--- config.mk ---
export PLATFORM = sky130hd
export DESIGN_NAME = div_ocho_bits_flat
export DESIGN_NICKNAME = d
export VERILOG_FILES = /design/src/rtl/div_ocho_bits_if.sv /design/src/rtl/div_ocho_bits.sv /design/src/flat_wrapper.sv
export SDC_FILE = /design/constraint.sdc
export NUM_CORES = 1
export LEC_CHECK = 0
export ABC_CLOCK_PERIOD_IN_PS = 4100
export CORE_ASPECT_RATIO = 1.5
export CORE_MARGIN = 5
export CORE_UTILIZATION = 56
export CTS_CLUSTER_DIAMETER = 120
export DETAILED_ROUTE_END_ITERATION = 8
export PLACE_DENSITY = 0.95
export RECOVER_POWER = 25
export SLEW_MARGIN = 25
export SYNTH_ARGS = -nofsm -noshare
export SYNTH_HDL_FRONTEND = slang
export SYNTH_SLANG_ARGS = --single-unit
export TNS_END_PERCENT = 30
--- constraint.sdc ---
create_clock -name Clock -period 4.1 [get_ports Clock]
set_clock_uncertainty 0.05 [all_clocks]
set_input_delay 0.82 -clock Clock [delete_from_list [all_inputs] [get_ports Clock]]
set_output_delay 0.82 -clock Clock [all_outputs]
set_load 0.01 [all_outputs]
--- src/rtl/div_ocho_bits_if.sv ---
// Handshake bundle for the 8/4 restoring divider: operands and start in, results and status out.
interface div_ocho_bits_if #(
  parameter int DIVIDEND_W = 8,
  parameter int DIVISOR_W  = 4
);
  logic                  iStart;
  logic [DIVIDEND_W-1:0] iA;
  logic [DIVISOR_W-1:0]  iB;
  logic                  oBusy;
  logic                  oDone;
  logic [DIVIDEND_W-1:0] oQ;
  logic [DIVISOR_W-1:0]  oR;
  logic                  oDivZero;

  modport master (
    output iStart, iA, iB,
    input  oBusy, oDone, oQ, oR, oDivZero
  );

  modport slave (
    input  iStart, iA, iB,
    output oBusy, oDone, oQ, oR, oDivZero
  );
endinterface

--- src/rtl/div_ocho_bits.sv ---
// Sequential restoring divider, one quotient bit per clock, with start/busy/done handshake.
module div_ocho_bits #(
  parameter int DIVIDEND_W = 8,
  parameter int DIVISOR_W  = 4
) (
  input logic             Clock,
  input logic             Reset,
  div_ocho_bits_if.slave  bus
);
  localparam int CW = (DIVIDEND_W > 1) ? $clog2(DIVIDEND_W) : 1;

  typedef enum logic [1:0] {IDLE, RUN, DONE} state_t;

  state_t                state;
  logic [DIVIDEND_W-1:0] shreg;
  logic [DIVISOR_W-1:0]  dreg;
  logic [DIVISOR_W-1:0]  rem;
  logic [CW-1:0]         count;

  logic [DIVISOR_W:0]    p;
  logic                  ge;
  logic [DIVISOR_W-1:0]  r_next;
  logic [DIVIDEND_W-1:0] sh_next;

  // Dividend bits leave the top of shreg while quotient bits enter at the bottom,
  // so after DIVIDEND_W steps the register holds the quotient.
  always_comb begin
    p       = {rem, shreg[DIVIDEND_W-1]};
    ge      = (p >= {1'b0, dreg});
    r_next  = ge ? DIVISOR_W'(p - {1'b0, dreg}) : p[DIVISOR_W-1:0];
    sh_next = {shreg[DIVIDEND_W-2:0], ge};
  end

  always_ff @(posedge Clock) begin
    if (Reset) begin
      state        <= IDLE;
      shreg        <= '0;
      dreg         <= '0;
      rem          <= '0;
      count        <= '0;
      bus.oBusy    <= 1'b0;
      bus.oDone    <= 1'b0;
      bus.oQ       <= '0;
      bus.oR       <= '0;
      bus.oDivZero <= 1'b0;
    end else begin
      case (state)
        IDLE: begin
          if (bus.iStart) begin
            if (bus.iB != '0) begin
              shreg     <= bus.iA;
              dreg      <= bus.iB;
              rem       <= '0;
              count     <= CW'(DIVIDEND_W - 1);
              bus.oBusy <= 1'b1;
              state     <= RUN;
            end else begin
              bus.oQ       <= '1;
              bus.oR       <= '0;
              bus.oDivZero <= 1'b1;
              bus.oDone    <= 1'b1;
              state        <= DONE;
            end
          end
        end
        RUN: begin
          shreg <= sh_next;
          rem   <= r_next;
          if (count == '0) begin
            bus.oQ       <= sh_next;
            bus.oR       <= r_next;
            bus.oDivZero <= 1'b0;
            bus.oBusy    <= 1'b0;
            bus.oDone    <= 1'b1;
            state        <= DONE;
          end else begin
            count <= count - 1'b1;
          end
        end
        DONE: begin
          bus.oDone <= 1'b0;
          state     <= IDLE;
        end
        default: begin
          bus.oBusy <= 1'b0;
          bus.oDone <= 1'b0;
          state     <= IDLE;
        end
      endcase
    end
  end
endmodule

--- src/flat_wrapper.sv ---
// flat-port wrapper written by rule: the top's interface ports become plain ports
module div_ocho_bits_flat 
#(
  parameter int DIVIDEND_W = 8,
  parameter int DIVISOR_W  = 4
)
  (Clock, Reset, bus_iStart, bus_iA, bus_iB, bus_oBusy, bus_oDone, bus_oQ, bus_oR, bus_oDivZero);
  div_ocho_bits_if #(.DIVIDEND_W(DIVIDEND_W), .DIVISOR_W(DIVISOR_W)) bus_i ();
  input logic Clock;
  input logic Reset;
  input wire logic [$bits(bus_i.iStart)-1:0] bus_iStart;
  input wire logic [$bits(bus_i.iA)-1:0] bus_iA;
  input wire logic [$bits(bus_i.iB)-1:0] bus_iB;
  output wire logic [$bits(bus_i.oBusy)-1:0] bus_oBusy;
  output wire logic [$bits(bus_i.oDone)-1:0] bus_oDone;
  output wire logic [$bits(bus_i.oQ)-1:0] bus_oQ;
  output wire logic [$bits(bus_i.oR)-1:0] bus_oR;
  output wire logic [$bits(bus_i.oDivZero)-1:0] bus_oDivZero;
  assign bus_i.iStart = bus_iStart;
  assign bus_i.iA = bus_iA;
  assign bus_i.iB = bus_iB;
  assign bus_oBusy = bus_i.oBusy;
  assign bus_oDone = bus_i.oDone;
  assign bus_oQ = bus_i.oQ;
  assign bus_oR = bus_i.oR;
  assign bus_oDivZero = bus_i.oDivZero;
  div_ocho_bits #(.DIVIDEND_W(DIVIDEND_W), .DIVISOR_W(DIVISOR_W)) u_core (.Clock(Clock), .Reset(Reset), .bus(bus_i));
endmodule
==> results.cfg <==
[timing]
fin_crit_ns = 2.68
fin_crit_sh = 0.654
final.setup.tns_ns = 0
slew_headroom = 0.405
final_max_slew_viol_count = 0
finalHoldViolCount = 0
rsz0062_at_grt = false
fmax_ghz = 0.373
setup_viol = 0
tightest_slew_ns = 0.890

[clock_network]
worstSkewPairLatency_ns = 0.29
path_clk_slew_ns = 0.07
post_cts_buffers = 0
cts_hold_buf = 0
cts.htree.levels = 2
clock_path_buffers = 2
cts-root-buf = clkbuf_8
cts_tree = built
cts_buffers = 5
ctsResizeCount = 0
cts_sinks = 36

[cells_and_area]
fillers = 223
drive_above_1_share = 0.100
diodes = 0
multi_input_area_sq_um = 938
seq_area_sq_um = 721
finish.utilization = 0.690
nets = 251
syn2layout_area_growth_pct = 21.7
stdcell_count = 270

[synthesis]
synth_fa_ha_area_frac = 0.0541
synth_flop_cell = dfxtp_1
synth_xor_area_frac = 0.00997
syn_avg_cell_area_sq_um = 8.57
synth_edf_count = 0
yosysWarnings = 0
synthSimpleGateAreaFrac = 0.283
synth-compound-area-share = 0.152
yosysTopAreaCell = dfxtp_1
synth_top_area_share = 0.410
synthTopCellsByArea = dfxtp_1 41%, nor2_1 8.3%, a211oi_1 4.3%, ha_1 4.3%, nand2_1 3.6%
synth_top_family_by_area = simple AND/OR/NAND/NOR gates
synth_seq_cells = 36
seq_area_frac_synth = 0.410
synth_area_sq_um = 1760
synthDistinctLibCells = 38
muxShareOfSynthArea = 0.0342
syn_nets = 227
syn_inst = 205
synthArstFlopShare = 0

[global_route]
met2_usage = 0.321
grt_overflow = 0
antenna_found_initial = 0
grt_pass1_vias = 1466
grt_max_degree = 27
track_usage = 0.184
met1_usage = 0.204
grt_pass1_wl_um = 6440
gr-max-usage-layer = met2
grtUsageMet3 = 0.0477

[die]
coreArea_sq_um = 3100
fp.dieH_um = 78.6
io_pins = 30
rows = 25
fp.dieW_um = 55.7
start_util = 0.567
die_area_sq_um = 4380

[outcome]
status = completed

[setup_path]
cp_num_buf_inv = 1
worst-path-max-fanout = 16
worstSetupEndpointType = register
worstPathRequired_ns = 4.25
worstPathArrival_ns = 2.83
max_stage_delay_ns = 0.64
path_class = in2reg
critPathSlowestCell = or4_1
start_kind = primary input
worstPathCellList = clkdlybuf4s50_1, or4_1, o21ai_2, and2b_1, nor2_1, a211oi_1
r2r_slack_ns = 1.72
crit_family = simple AND/OR/NAND/NOR gates

[drt]
ant_nets = 0
vias_per_cell = 5.59
first_iter_violations = 40
drc = 0
drt_pass1_iterations = 4
drt_wl_total_um = 3720
vias = 1510
wl_per_cell_um = 13.8

[worst_hold_path]
hp-class = reg2reg

[place]
place_inst = 262
routabilityCongestion = 0.781
dp.final_hpwl_um = 2770
port-buffer-count = 29

[power]
powerDensity_nw_per_um2 = 434
peakVddDrop_v = 0.000322
finalPower_uw = 926
leakage_nw = 0.857

[run]
max-cap-violations = 0
-- final cells by class --
cell class,count,share of cell area
clock inverter,2,0.00468
tap,40,0.0234
timing repair buffer,30,0.139
clock buffer,6,0.0386
inverter,10,0.0176
multi-input combinational,146,0.439
sequential,36,0.337
-- flip-flops by register name (all words and copies together), names as in the netlist --
name / count
u_core.bus.oQ: 8
u_core.shreg: 8
u_core.bus.oR: 4
u_core.dreg: 4
u_core.rem: 4
u_core.count: 3
u_core.state: 2
u_core.bus.oBusy: 1
u_core.bus.oDivZero: 1
u_core.bus.oDone: 1
-- cells in the mapped netlist (all sizes together) (5+ instances only) --
library cell and number:
a211oi 10, nor2 39, nand2 17, ha 6, dfxtp 36, mux2i 6
inv 10, clkbuf 9, a311oi 7, nand2b 6, nor3 11, nor4 5
-- placed cells by master, fill, tap and decap left out, drive strengths merged, types with 2 or more instances in the layout --
master | Yosys | layout
clkbuf | 9 | 6
nor2b | 4 | 4
dfxtp | 36 | 36
a21oi | 4 | 4
mux2i | 6 | 6
o21ai | 4 | 4
clkdlybuf4s50 | 0 | 17
dlygate4sd3 | 0 | 12
nand2b | 6 | 6
a211oi | 10 | 10
nor2 | 39 | 39
a311oi | 7 | 7
nor3 | 11 | 11
nor4 | 5 | 5
xor2 | 2 | 2
ha | 6 | 6
or3b | 2 | 2
nor4b | 2 | 2
nand2 | 17 | 17
clkinv | 0 | 2
or2 | 4 | 4
inv | 10 | 10
nand3b | 2 | 2
a31oi | 4 | 4
-- path summary, 6_finish.rpt --
check / from / to / depth (start not counted)
max: bus_iB[3] / u_core.bus.oR[1]$_SDFFE_PP0P_ / 6
max reg2reg: u_core.state[0]$_SDFFE_PP0P_ / u_core.bus.oR[3]$_SDFFE_PP0P_ / 5
min reg2reg: u_core.bus.oBusy$_SDFFE_PP0P_ / u_core.bus.oBusy$_SDFFE_PP0P_ / 2
min: u_core.bus.oBusy$_SDFFE_PP0P_ / u_core.bus.oBusy$_SDFFE_PP0P_ / 2
-- metal layers --
layer  routed length, um  up-vias
met5                   0        -
met4                 140        0
met3                 148       14
met2                1940       38
met1                1490      695
li1                    -      763
-- cells by family (layout without fill, tap and decap cells) --
group,Yosys count,count (layout)
and+or+nand+nor,97,97
AOI/OAI and AO/OA,34,34
xor gates and xnor gates,2,2
muxes,6,6
DFF,36,36
adders and majority gates,7,7
buffers and inverters,23,48
-- power by group --
| part | switching, mW | internal [mW] |
|---|---|---|
| sequential | 0.0288 | 0.390 |
| clock | 0.123 | 0.134 |
| combinational | 0.139 | 0.113 |
| total | 0.290 | 0.636 |
-- through the flow --
stage                     hold slack (ns)  setup slack (ns)  area (sq um)
final                               0.414              1.42          2140
after global routing                0.463              1.26          2140
after CTS                           0.420              1.42          2140
after detailed placement            0.407              1.11          2040
after global placement              0.406              1.11          2040
after floorplan                     0.413              1.82          1760
-- worst min-delay path, stage by stage (launching register included) --
cell and delay (ns):
dfxtp_1 0.31, inv_1 0.05, a221oi_1 0.06
(Power assumes the default switching activity.)
